**src/rtl/uart_tx_stim.sv**
```systemverilog
// uart_tx_stim: bench-side UART transmitter driving a DUT receive pin.
// Buffers pushed bytes in a FIFO and frames them at the DUT baud tick.
//
// Ports:
//   core_clk, rst_l      clock, async active-low reset
//   tx_enable            allow new frames to start
//   tick_baud_x16        one-cycle pulse at 16x baud
//   parity_enable        append parity bit
//   parity_odd           1 = odd parity, 0 = even
//   inject_frame_err     drive stop bit low (latched per frame)
//   inject_parity_err    invert parity bit (latched per frame)
//   push_valid/data      byte push into FIFO
//   push_ready           FIFO not full
//   tx                   serial line, idle high
//   busy                 frame in progress
//   fifo_level           bytes held in FIFO
//   frames_sent          completed frames, wrapping
module uart_tx_stim #(
  parameter int FIFO_DEPTH = 8,
  parameter int CNT_W      = 16
) (
  input  logic                        core_clk,
  input  logic                        rst_l,
  input  logic                        tx_enable,
  input  logic                        tick_baud_x16,
  input  logic                        parity_enable,
  input  logic                        parity_odd,
  input  logic                        inject_frame_err,
  input  logic                        inject_parity_err,
  input  logic                        push_valid,
  input  logic [7:0]                  push_data,
  output logic                        push_ready,
  output logic                        tx,
  output logic                        busy,
  output logic [$clog2(FIFO_DEPTH):0] fifo_level,
  output logic [CNT_W-1:0]            frames_sent
);

  localparam int PW = $clog2(FIFO_DEPTH);
  localparam int LW = PW + 1;
  localparam logic [LW-1:0] FULL = LW'(FIFO_DEPTH);

  typedef enum logic [2:0] {
    S_IDLE,
    S_START,
    S_DATA,
    S_PARITY,
    S_STOP
  } state_e;

  state_e           state_q, state_d;
  logic [3:0]       sub_q, sub_d;
  logic [2:0]       idx_q, idx_d;
  logic [7:0]       shift_q, shift_d;
  logic             pen_q, pen_d;
  logic             podd_q, podd_d;
  logic             ferr_q, ferr_d;
  logic             perr_q, perr_d;
  logic             tx_q, tx_d;
  logic [CNT_W-1:0] frames_q, frames_d;
  logic [PW-1:0]    wptr_q, wptr_d;
  logic [PW-1:0]    rptr_q, rptr_d;
  logic [LW-1:0]    lvl_q, lvl_d;

  logic [7:0]       mem [FIFO_DEPTH];

  logic             do_push;
  logic             do_pop;
  logic             bit_end;

  // Fullness uses the current level only, so a push while full
  // is dropped even if a pop happens in the same cycle.
  assign push_ready = (lvl_q < FULL);
  assign do_push    = push_valid && push_ready;
  assign do_pop     = (state_q == S_IDLE) && tx_enable
                      && (lvl_q != '0);

  // A bit ends on the 16th tick, i.e. the 15 -> 0 wrap.
  assign bit_end    = tick_baud_x16 && (sub_q == 4'hF)
                      && (state_q != S_IDLE);

  assign tx          = tx_q;
  assign busy        = (state_q != S_IDLE);
  assign fifo_level  = lvl_q;
  assign frames_sent = frames_q;

  // FIFO storage needs no reset; pointers define validity.
  always_ff @(posedge core_clk) begin
    if (do_push) begin
      mem[wptr_q] <= push_data;
    end
  end

  always_ff @(posedge core_clk or negedge rst_l) begin
    if (!rst_l) begin
      state_q  <= S_IDLE;
      sub_q    <= '0;
      idx_q    <= '0;
      shift_q  <= '0;
      pen_q    <= 1'b0;
      podd_q   <= 1'b0;
      ferr_q   <= 1'b0;
      perr_q   <= 1'b0;
      tx_q     <= 1'b1;
      frames_q <= '0;
      wptr_q   <= '0;
      rptr_q   <= '0;
      lvl_q    <= '0;
    end else begin
      state_q  <= state_d;
      sub_q    <= sub_d;
      idx_q    <= idx_d;
      shift_q  <= shift_d;
      pen_q    <= pen_d;
      podd_q   <= podd_d;
      ferr_q   <= ferr_d;
      perr_q   <= perr_d;
      tx_q     <= tx_d;
      frames_q <= frames_d;
      wptr_q   <= wptr_d;
      rptr_q   <= rptr_d;
      lvl_q    <= lvl_d;
    end
  end

  always_comb begin
    state_d = state_q;
    unique case (state_q)
      S_IDLE: begin
        if (do_pop) state_d = S_START;
      end
      S_START: begin
        if (bit_end) state_d = S_DATA;
      end
      S_DATA: begin
        if (bit_end && (idx_q == 3'd7)) begin
          state_d = pen_q ? S_PARITY : S_STOP;
        end
      end
      S_PARITY: begin
        if (bit_end) state_d = S_STOP;
      end
      S_STOP: begin
        if (bit_end) state_d = S_IDLE;
      end
      default: state_d = S_IDLE;
    endcase
  end

  always_comb begin
    sub_d    = sub_q;
    idx_d    = idx_q;
    shift_d  = shift_q;
    pen_d    = pen_q;
    podd_d   = podd_q;
    ferr_d   = ferr_q;
    perr_d   = perr_q;
    frames_d = frames_q;
    wptr_d   = wptr_q;
    rptr_d   = rptr_q;
    lvl_d    = lvl_q;

    // Subtick is parked at 0 while idle, so a frame
    // always starts on a fresh bit period.
    if (state_q == S_IDLE) begin
      sub_d = '0;
    end else if (tick_baud_x16) begin
      sub_d = sub_q + 4'd1;
    end

    if (bit_end && (state_q == S_START)) begin
      idx_d = '0;
    end else if (bit_end && (state_q == S_DATA)) begin
      idx_d = idx_q + 3'd1;
    end

    // Configuration is frozen per frame at the pop.
    if (do_pop) begin
      shift_d = mem[rptr_q];
      pen_d   = parity_enable;
      podd_d  = parity_odd;
      ferr_d  = inject_frame_err;
      perr_d  = inject_parity_err;
      rptr_d  = rptr_q + PW'(1);
    end

    if (do_push) begin
      wptr_d = wptr_q + PW'(1);
    end

    unique case (1'b1)
      (do_push && !do_pop): lvl_d = lvl_q + LW'(1);
      (do_pop && !do_push): lvl_d = lvl_q - LW'(1);
      default:              lvl_d = lvl_q;
    endcase

    if (bit_end && (state_q == S_STOP)) begin
      frames_d = frames_q + CNT_W'(1);
    end
  end

  // tx is driven from next-state values so the line and
  // the state register change on the same edge.
  always_comb begin
    tx_d = 1'b1;
    unique case (state_d)
      S_IDLE:   tx_d = 1'b1;
      S_START:  tx_d = 1'b0;
      S_DATA:   tx_d = shift_d[idx_d];
      S_PARITY: tx_d = (^shift_d) ^ podd_d ^ perr_d;
      S_STOP:   tx_d = ~ferr_d;
      default:  tx_d = 1'b1;
    endcase
  end

endmodule

```
**config.mk**
```make
export PLATFORM = sky130hd
export DESIGN_NAME = uart_tx_stim
export DESIGN_NICKNAME = d
export VERILOG_FILES = /design/src/rtl/uart_tx_stim.sv
export SDC_FILE = /design/constraint.sdc
export NUM_CORES = 1
export LEC_CHECK = 0
export BUFFER_PORTS_ARGS = -buffer_cell sky130_fd_sc_hd__buf_2
export CAP_MARGIN = 0
export CORE_MARGIN = 2
export CORE_UTILIZATION = 47
export DETAILED_ROUTE_END_ITERATION = 10
export PLACE_DENSITY = 0.65
export SETUP_SLACK_MARGIN = 0.15
export SLEW_MARGIN = 20
export SYNTH_ARGS = -nofsm -noshare
export SYNTH_HDL_FRONTEND = slang
export SYNTH_SLANG_ARGS = --single-unit
```
**constraint.sdc**
```tcl
create_clock -name core_clk -period 3.7 [get_ports core_clk]
set_clock_uncertainty 0.15 [all_clocks]
set_input_delay 0.37 -clock core_clk [delete_from_list [all_inputs] [get_ports core_clk]]
set_output_delay 0.37 -clock core_clk [all_outputs]
set_load 0.01 [all_outputs]
```
==> results.md, run 1 <==
* Die Wd at 106.0 µm
* Final hold viol count at 0
* Vias per cell at 5.167
* EDFF count, synth at 64
* Wire length of the first global-routing pass at 15,150 µm
* Initial antenna violation count at 0
* GPL Wtd Cong at 0.8020
* Clock sinks at 113
* Worst-case vdd ir drop at 0.4509 mV
* Synth Area in Simple Gates at 6.889%
* Final TNS setup at 0 ns
* Worst R2R Path Depth at 9
* Max FO, Critical Path at 12
* Starting DRT DRC Count at 125
* Core Region at 10,230 µm²
* Clock transition at path regs at 0.05 ns
* Vias in the first global route at 2,926
* Area Growth Syn to Fin at 23.53%
* Synth Area in XOR/XNOR at 6.556%
* Largest family of logic cells by synthesized area: multiplexers
* CP Class: flip-flop to flip-flop
* Fmax at 327.3 MHz
* Wirelength per Cell at 17.14 µm
* Crit end category: flip-flop
* Total gr overflow at 0
* Post-synthesis mux area share at 14.85%
* Synth Instances at 317
* Ant diodes at 0
* Clk buf depth at 2
* Gr usage total at 18.17%
* IO Port Bufs at 39
* Cell taking the most area after synthesis: edfxtp_1
* Fin crit share at 82.56%
* Crit path to: tx
* Hold WC Path Type: primary input to flip-flop
* Final wirelength at 9255 µm
* Fill cells at 758
* Row count at 37
* Max-cap violations at 0
* Nets at 418
* Half-perimeter wire length after detailed placement at 6105 µm
* R2R Setup Slk at 0.65 ns
* Final Max Tran Viols at 0
* Initial Util at 47.76%
* Layout cell share with drive strength beyond 1 at 28.71%
* H-Tree Level Count at 4
* Area of the mapped netlist at 4886 µm²
* Placed insts at 495
* CP required at 4.00 ns
* Reg2reg end: tx
* # setup viols final at 0
* Count of TritonRoute iterations in the first routing pass at 6
* Setup crit start: state_q[0]
* Startpoint Class: flip-flop
* Clock Tree Root: clkbuf_8
* Post-synth cell types at 41
* DRC Markers at 0
* Most frequent cells after synthesis: 64 x edfxtp_1, 48 x dfrtp_1, 21 x xnor2_1
* RSZ-0062 raised after global routing: false
* Antenna Nets Post-Route at 0
* Fraction of the yosys area taken by sequential cells at 64.46%
* Slew @ Worst Pin at 0.9743 ns
* Post-Synth Adder-Cell Area at 2.714%
* Fin cells at 540
* Crit path DAT at 3.36 ns
* FF+latch count, synth at 113
* Ys Warns at 0
* Fraction of registers with async set/reset at 43.36%
* Num CTS Buffers at 17
* Die area at 11,230 µm²
* FF-to-FF Start: state_q[0]
* Tot Pwr at 4.653 mW
* Crit path time final at 3.055 ns
* Most used DFF post-synth: edfxtp_1
* Die height at 106.0 µm
* Synthesized area per cell at 15.41 µm²
* Top-count cell post-synth: edfxtp_1
* Io pins at 40
* Via count at 2,790
* Largest net degree at the start of global routing at 21
* Synth Net Count at 344
* Leakage at 2.471 nW
* Top post-synthesis cells by area: edfxtp_1 39%, dfrtp_1 25%, mux4_2 7.4%
* Clock Latency Late Sink at 0.51 ns
* Status: completed
* Post-cts sizing count at 0
* Slew Limit Headroom at 34.81%
* Power Density at 770.9 nW/µm²
* Post-synth top area share at 39.33%
* CTS tree: built
* Synth Area in Compound Gates at 2.177%
-- sequential cells by signal, summed over array words and instances (netlist names) --
| name | cells |
|---|---|
| ferr_q | 1 |
| fifo_level | 4 |
| frames_sent | 16 |
| idx_q | 3 |
| mem | 64 |
| pen_q | 1 |
| perr_q | 1 |
| podd_q | 1 |
| rptr_q | 3 |
| shift_q | 8 |
| state_q | 3 |
| sub_q | 4 |
| tx | 1 |
| wptr_q | 3 |
-- per-layer routing --
layer	wire, µm	vias up	track usage [%]
met1	4277	1413	24.24
li1	-	1310	-
met3	263	15	4.537
met2	4561	52	29.17
met4	153	0	6.673
met5	0	-	0
-- worst min path at each step --
stage                    start              end  slack (ns)  cells after the start
3_3_place_gp   frames_sent[15]  frames_sent[15]        0.31                      1
3_5_place_dp             rst_l  frames_sent[15]        0.15                      1
5_1_grt          tick_baud_x16         sub_q[1]        0.06                      3
4_1_cts          tick_baud_x16         sub_q[0]        0.03                      3
6_report         tick_baud_x16         sub_q[0]        0.04                      3
2_1_floorplan            rst_l           ferr_q       -0.08                      0
-- stage by stage --
step	hold slack [ns]	area [µm²]	utilization (%)	setup slack [ns]
floorplan	-0.07559	4886	-	0.8640
global placement	0.3134	5271	51.52	0.7292
detailed placement	0.1486	5326	52.06	0.6514
CTS	0.02922	6036	58.99	0.6308
global route	0.05600	6036	58.99	0.4611
finish	0.04499	6036	58.99	0.6452
-- final cells by class --
| class | count | area, µm² | area share [%] |
|---|---|---|---|
| clock inverters | 10 | 136.4 | 2.260 |
| repair buffers | 64 | 455.4 | 7.546 |
| inverters | 16 | 60.06 | 0.9950 |
| flip-flops and latches | 113 | 3149 | 52.18 |
| multi-input cells | 179 | 1622 | 26.87 |
| well taps | 136 | 170.2 | 2.819 |
| clock buffers | 22 | 442.9 | 7.338 |
-- power by group --
part           internal, mW  total (mW)  switching, mW
clock network          1.04        1.58          0.539
logic                 0.725        1.28          0.551
registers              1.57        1.80          0.230
total                  3.33        4.65           1.32
-- cell usage in the layout (no fill, tap or decap), types with 2 or more instances in the layout --
cell and instances:
a21o_1 2, a21oi_1 6, and2_1 2, and3_1 5
buf_16 2, buf_2 39, buf_4 10, bufinv_16 3
clkbuf_1 4, clkbuf_16 16, clkbuf_8 2, clkinv_2 2
clkinv_4 2, clkinvlp_4 2, dfrtp_1 48, dlygate4sd3_1 13
edfxtp_1 64, ha_1 9, inv_1 16, mux2_2 16
mux2i_1 13, mux2i_2 4, mux4_2 16, nand2_1 17
nand2b_1 3, nand3_1 4, nand4_1 6, nor2_1 20
nor2b_1 2, nor3_1 3, nor4b_1 2, o21ai_0 3
xnor2_1 21, xor2_1 13
-- critical path, cell delays in order (launching register included) --
cell	delay, ns
dfrtp_1	0.51
nor3_2	0.19
buf_4	0.17
and3_1	0.59
mux2i_2	0.39
xnor2_1	0.13
xnor2_1	0.24
xnor3_1	0.35
mux2i_1	0.13
a21o_1	0.13
-- cell families (layout without fill, tap and decap cells) --
family	Yosys count	in the layout
AO/OA/AOI/OAI	17	17
multiplexers	49	49
flip-flops	113	113
adder cells (fa/ha/maj)	10	10
XOR/XNOR	35	35
AND/OR/NAND/NOR	68	68
buffers and inverters	25	112
-- repair_timing --
| item | 4_1_cts | 5_1_grt |
|---|---|---|
| endpoints found under the hold margin | 96 | 0 |
| hold buffers | 13 | 0 |
| buffers inserted | 0 | 0 |
Power figures use the tool's default switching activity.
==> run 2, diff against run 1 <==
Settings changed: ABC_AREA set to 1, PLACE_DENSITY 0.65 to 0.67.
Clock period 3.7 ns to 2.5 ns, I/O delays scaled along.
==> results.md, run 2 <==
* GPL Wtd Cong at 0.7681 (was 0.8020)
* Placed instance area at 5742 µm² (was 5326 µm²)
* Wirelength per Cell at 14.52 µm (was 17.14 µm)
* CTS tree: built (unchanged)
* Most frequent cells in the layout: 170 x nand2_1, 71 x nand3_1, 64 x edfxtp_1 (was 64 x edfxtp_1, 48 x dfrtp_1, 39 x buf_2)
* Slew Limit Headroom at 73.06% (was 34.81%)
* Post-synthesis mux area share at 0% (was 14.85%)
* Max FO, Critical Path at 4 (was 12)
* Ys Warns at 0 (unchanged)
* Power Density at 1112 nW/µm² (was 770.9 nW/µm²)
* Io pins at 40 (unchanged)
* Setup Fix Bufs, Post-CTS at 0 (unchanged)
* Max reg flops at 64 (unchanged)
* Clock sinks at 113 (unchanged)
* Synth Instances at 536 (was 317)
* Synth Net Count at 563 (was 344)
* Vias per cell at 4.976 (was 5.167)
* Core Region at 10,940 µm² (was 10,230 µm²)
* Cells along the critical path: inv_2, nand4_1, nor2_4, ha_2, ha_1, nand2_1, nor2_1, a211oi_2, nor2_1, nor2_1, nand2_1, xor2_1 (was nor3_2, buf_4, and3_1, mux2i_2, xnor2_1, xnor2_1, xnor3_1, mux2i_1, a21o_1)
* Final TNS setup at 0 ns (unchanged)
* Slowest Stage Delay on Critical Path at 0.41 ns (was 0.59 ns)
* DRC Markers at 0 (unchanged)
* Clock Latency Late Sink at 0.40 ns (was 0.51 ns)
* Fraction of the yosys area taken by sequential cells at 59.49% (was 64.46%)
* EDFF count, synth at 64 (unchanged)
* Num CTS Buffers at 17 (unchanged)
* RSZ-0062 raised after global routing: true (was false)
* Worst-case vdd ir drop at 0.5386 mV (was 0.4509 mV)
* Largest net degree at the start of global routing at 34 (was 21)
* Post-synth cell types at 35 (was 41)
* Final Max Tran Viols at 0 (unchanged)
* Switch Pwr at 2.494 mW (was 1.320 mW)
* Synthesized area per cell at 9.877 µm² (was 15.41 µm²)
* Top-count cell post-synth: nand2_1 (was edfxtp_1)
* Post-synth top area share at 36.30% (was 39.33%)
* Most used DFF post-synth: edfxtp_1 (unchanged)
* Fraction of registers with async set/reset at 43.36% (unchanged)
* Vias in the first global route at 3,915 (was 2,926)
* Placed insts at 719 (was 495)
* Layout cell share with drive strength beyond 1 at 19.87% (was 28.71%)
* Slew @ Worst Pin at 0.4030 ns (was 0.9743 ns)
* Crit path time final at 2.267 ns (was 3.055 ns)
* Synth Area in Compound Gates at 1.394% (was 2.177%)
* Most frequent CP cell: nor2_1 (was xnor2_1)
* Initial Util at 48.41% (was 47.76%)
* Crit path DAT at 2.40 ns (was 3.36 ns)
* Setup WS post-layout at 0.2327 ns (was 0.6452 ns)
* Net Sw Frac at 34.64% (was 28.37%)
* Final wirelength at 11,090 µm (was 9255 µm)
* Wire length of the first global-routing pass at 18,580 µm (was 15,150 µm)
* Die area at 12,130 µm² (was 11,230 µm²)
* Synth Area in Simple Gates at 26.64% (was 6.889%)
* Internal at 4.706 mW (was 3.333 mW)
* Final hold viol count at 0 (unchanged)
* Area of the mapped netlist at 5294 µm² (was 4886 µm²)
* Largest family of logic cells by synthesized area: simple AND/OR/NAND/NOR gates (was multiplexers)
* Via count at 3,802 (was 2,790)
* Antenna Nets Post-Route at 0 (unchanged)
* Top post-synthesis cells by area: edfxtp_1 36%, dfrtp_1 23%, nand2_1 12% (was edfxtp_1 39%, dfrtp_1 25%, mux4_2 7.4%)
* Leakage at 3.040 nW (was 2.471 nW)
* Clk buf depth at 2 (unchanged)
* Fin crit share at 90.69% (was 82.56%)
* Largest register by flop count: mem (unchanged)
* Cell taking the most area after synthesis: edfxtp_1 (unchanged)
* Fin cells at 764 (was 540)
* Comb pwr share at 32.9% (was 27.4%)
* Setup WS pre-CTS at 0.1911 ns (was 0.6514 ns)
* Startpoint Class: flip-flop (unchanged)
* Gr usage total at 20.48% (was 18.17%)
* Starting DRT DRC Count at 265 (was 125)
* Clock Tree Root: clkbuf_16 (was clkbuf_8)
* Post-route cell area at 6476 µm² (was 6036 µm²)
* Share of power burned in registers at 34.5% (was 38.7%)
* Worst path top cell family by delay: simple AND/OR/NAND/NOR gates (unchanged)
* Crit end category: flip-flop (unchanged)
* Slowest cell on the critical path: dfrtp_1 (was and3_1)
* Tot Pwr at 7.201 mW (was 4.653 mW)
* Ant diodes at 0 (unchanged)
* CP required at 2.64 ns (was 4.00 ns)
* H-Tree Level Count at 4 (unchanged)
* Row count at 38 (was 37)
* Fmax at 441.0 MHz (was 327.3 MHz)
* Post-Synth Adder-Cell Area at 2.505% (was 2.714%)
* FF+latch count, synth at 113 (unchanged)
* Initial antenna violation count at 0 (unchanged)
* Max-cap violations at 0 (unchanged)
* Count of TritonRoute iterations in the first routing pass at 4 (was 6)
* Clock share of power at 32.6% (was 33.9%)
* Total gr overflow at 0 (unchanged)
* Commonest non-fill, non-tap cell in the layout: nand2_1 (was edfxtp_1)
* Hold WC Path Type: primary input to flip-flop (unchanged)
* Die Wd at 110.1 µm (was 106.0 µm)
* Area Growth Syn to Fin at 22.34% (was 23.53%)
* Status: completed (unchanged)
* Synth Area in XOR/XNOR at 3.805% (was 6.556%)
* Most frequent cells after synthesis: 171 x nand2_1, 71 x nand3_1, 64 x edfxtp_1 (was 64 x edfxtp_1, 48 x dfrtp_1, 21 x xnor2_1)
* Die height at 110.1 µm (was 106.0 µm)
* CP Class: flip-flop to flip-flop (unchanged)
* IO Port Bufs at 39 (unchanged)
* Half-perimeter wire length after detailed placement at 7360 µm (was 6105 µm)
* Clock transition at path regs at 0.05 ns (about the same)
* Worst path bufs/invs at 1 (unchanged)
* # setup viols final at 0 (unchanged)
* Nets at 638 (was 418)
## run 2: power by group through the flow
stage	logic, mW	registers, mW	clock network (mW)
6_report	2.37	2.49	2.34
5_1_grt	2.73	2.52	2.46
4_1_cts	2.37	2.48	2.37
3_5_place_dp	2.33	2.51	0
3_3_place_gp	2.24	2.50	0
2_1_floorplan	1.69	2.48	0
## run 2: cells by family (layout without fill, tap and decap cells)
family | count (synthesis) | count (layout)
fa+ha+maj | 10 | 10
compound gates | 13 | 13
flops | 113 | 113
buf+inv | 77 | 165
xor+xnor | 23 | 23
simple gates | 300 | 300
## run 2: per-layer routing
layer	global-route usage (%)	vias up	routed length, µm
met1	26.43	1807	4745
li1	-	1902	-
met2	33.79	82	5610
met5	0	-	0
met4	7.679	0	148
met3	4.762	11	588
## run 2: repair_timing
action,in CTS,in global routing
gates resized for setup,0,7
hold endpoints to repair,117,0
setup endpoints to repair,0,5
hold buffers,13,0
## run 2: final timing paths
path / from / to / slack [ns] / cells past startpoint
worst max-delay path: state_q[0] / fifo_level[3] / 0.23 / 12
worst min-delay path: tick_baud_x16 / sub_q[1] / 0.07 / 3
worst max register to register: state_q[0] / fifo_level[3] / 0.23 / 12
worst min register to register: ferr_q / ferr_q / 0.34 / 2
max in group asynchronous: rst_l / frames_sent[11] / 1.51 / 3
min in group asynchronous: rst_l / sub_q[3] / 0.12 / 2
## run 2: stage by stage
step / hold slack, ns / utilization [%]
CTS: 0.05167 / 58.97
global route: 0.07674 / 59.22
global placement: 0.01258 / 52.51
detailed placement: 0.001709 / 52.51
finish: 0.07131 / 59.22
floorplan: -0.1956 / -
## run 2: layout make-up
type	instances	area (µm²)
Fill cell	916	4459
Sequential cell	113	3149
Multi-Input combinational cell	346	1863
Timing Repair Buffer	70	473.0
Clock buffer	20	436.7
Inverter	63	239.0
Tap cell	140	175.2
Clock inverter	12	140.1
## run 2: tightest hold or removal path: cells and delay by family
| family | cells | cell delay (ns) |
|---|---|---|
| AO/OA/AOI/OAI | 1 | 0.10 |
| buffers and inverters | 2 | 0.23 |
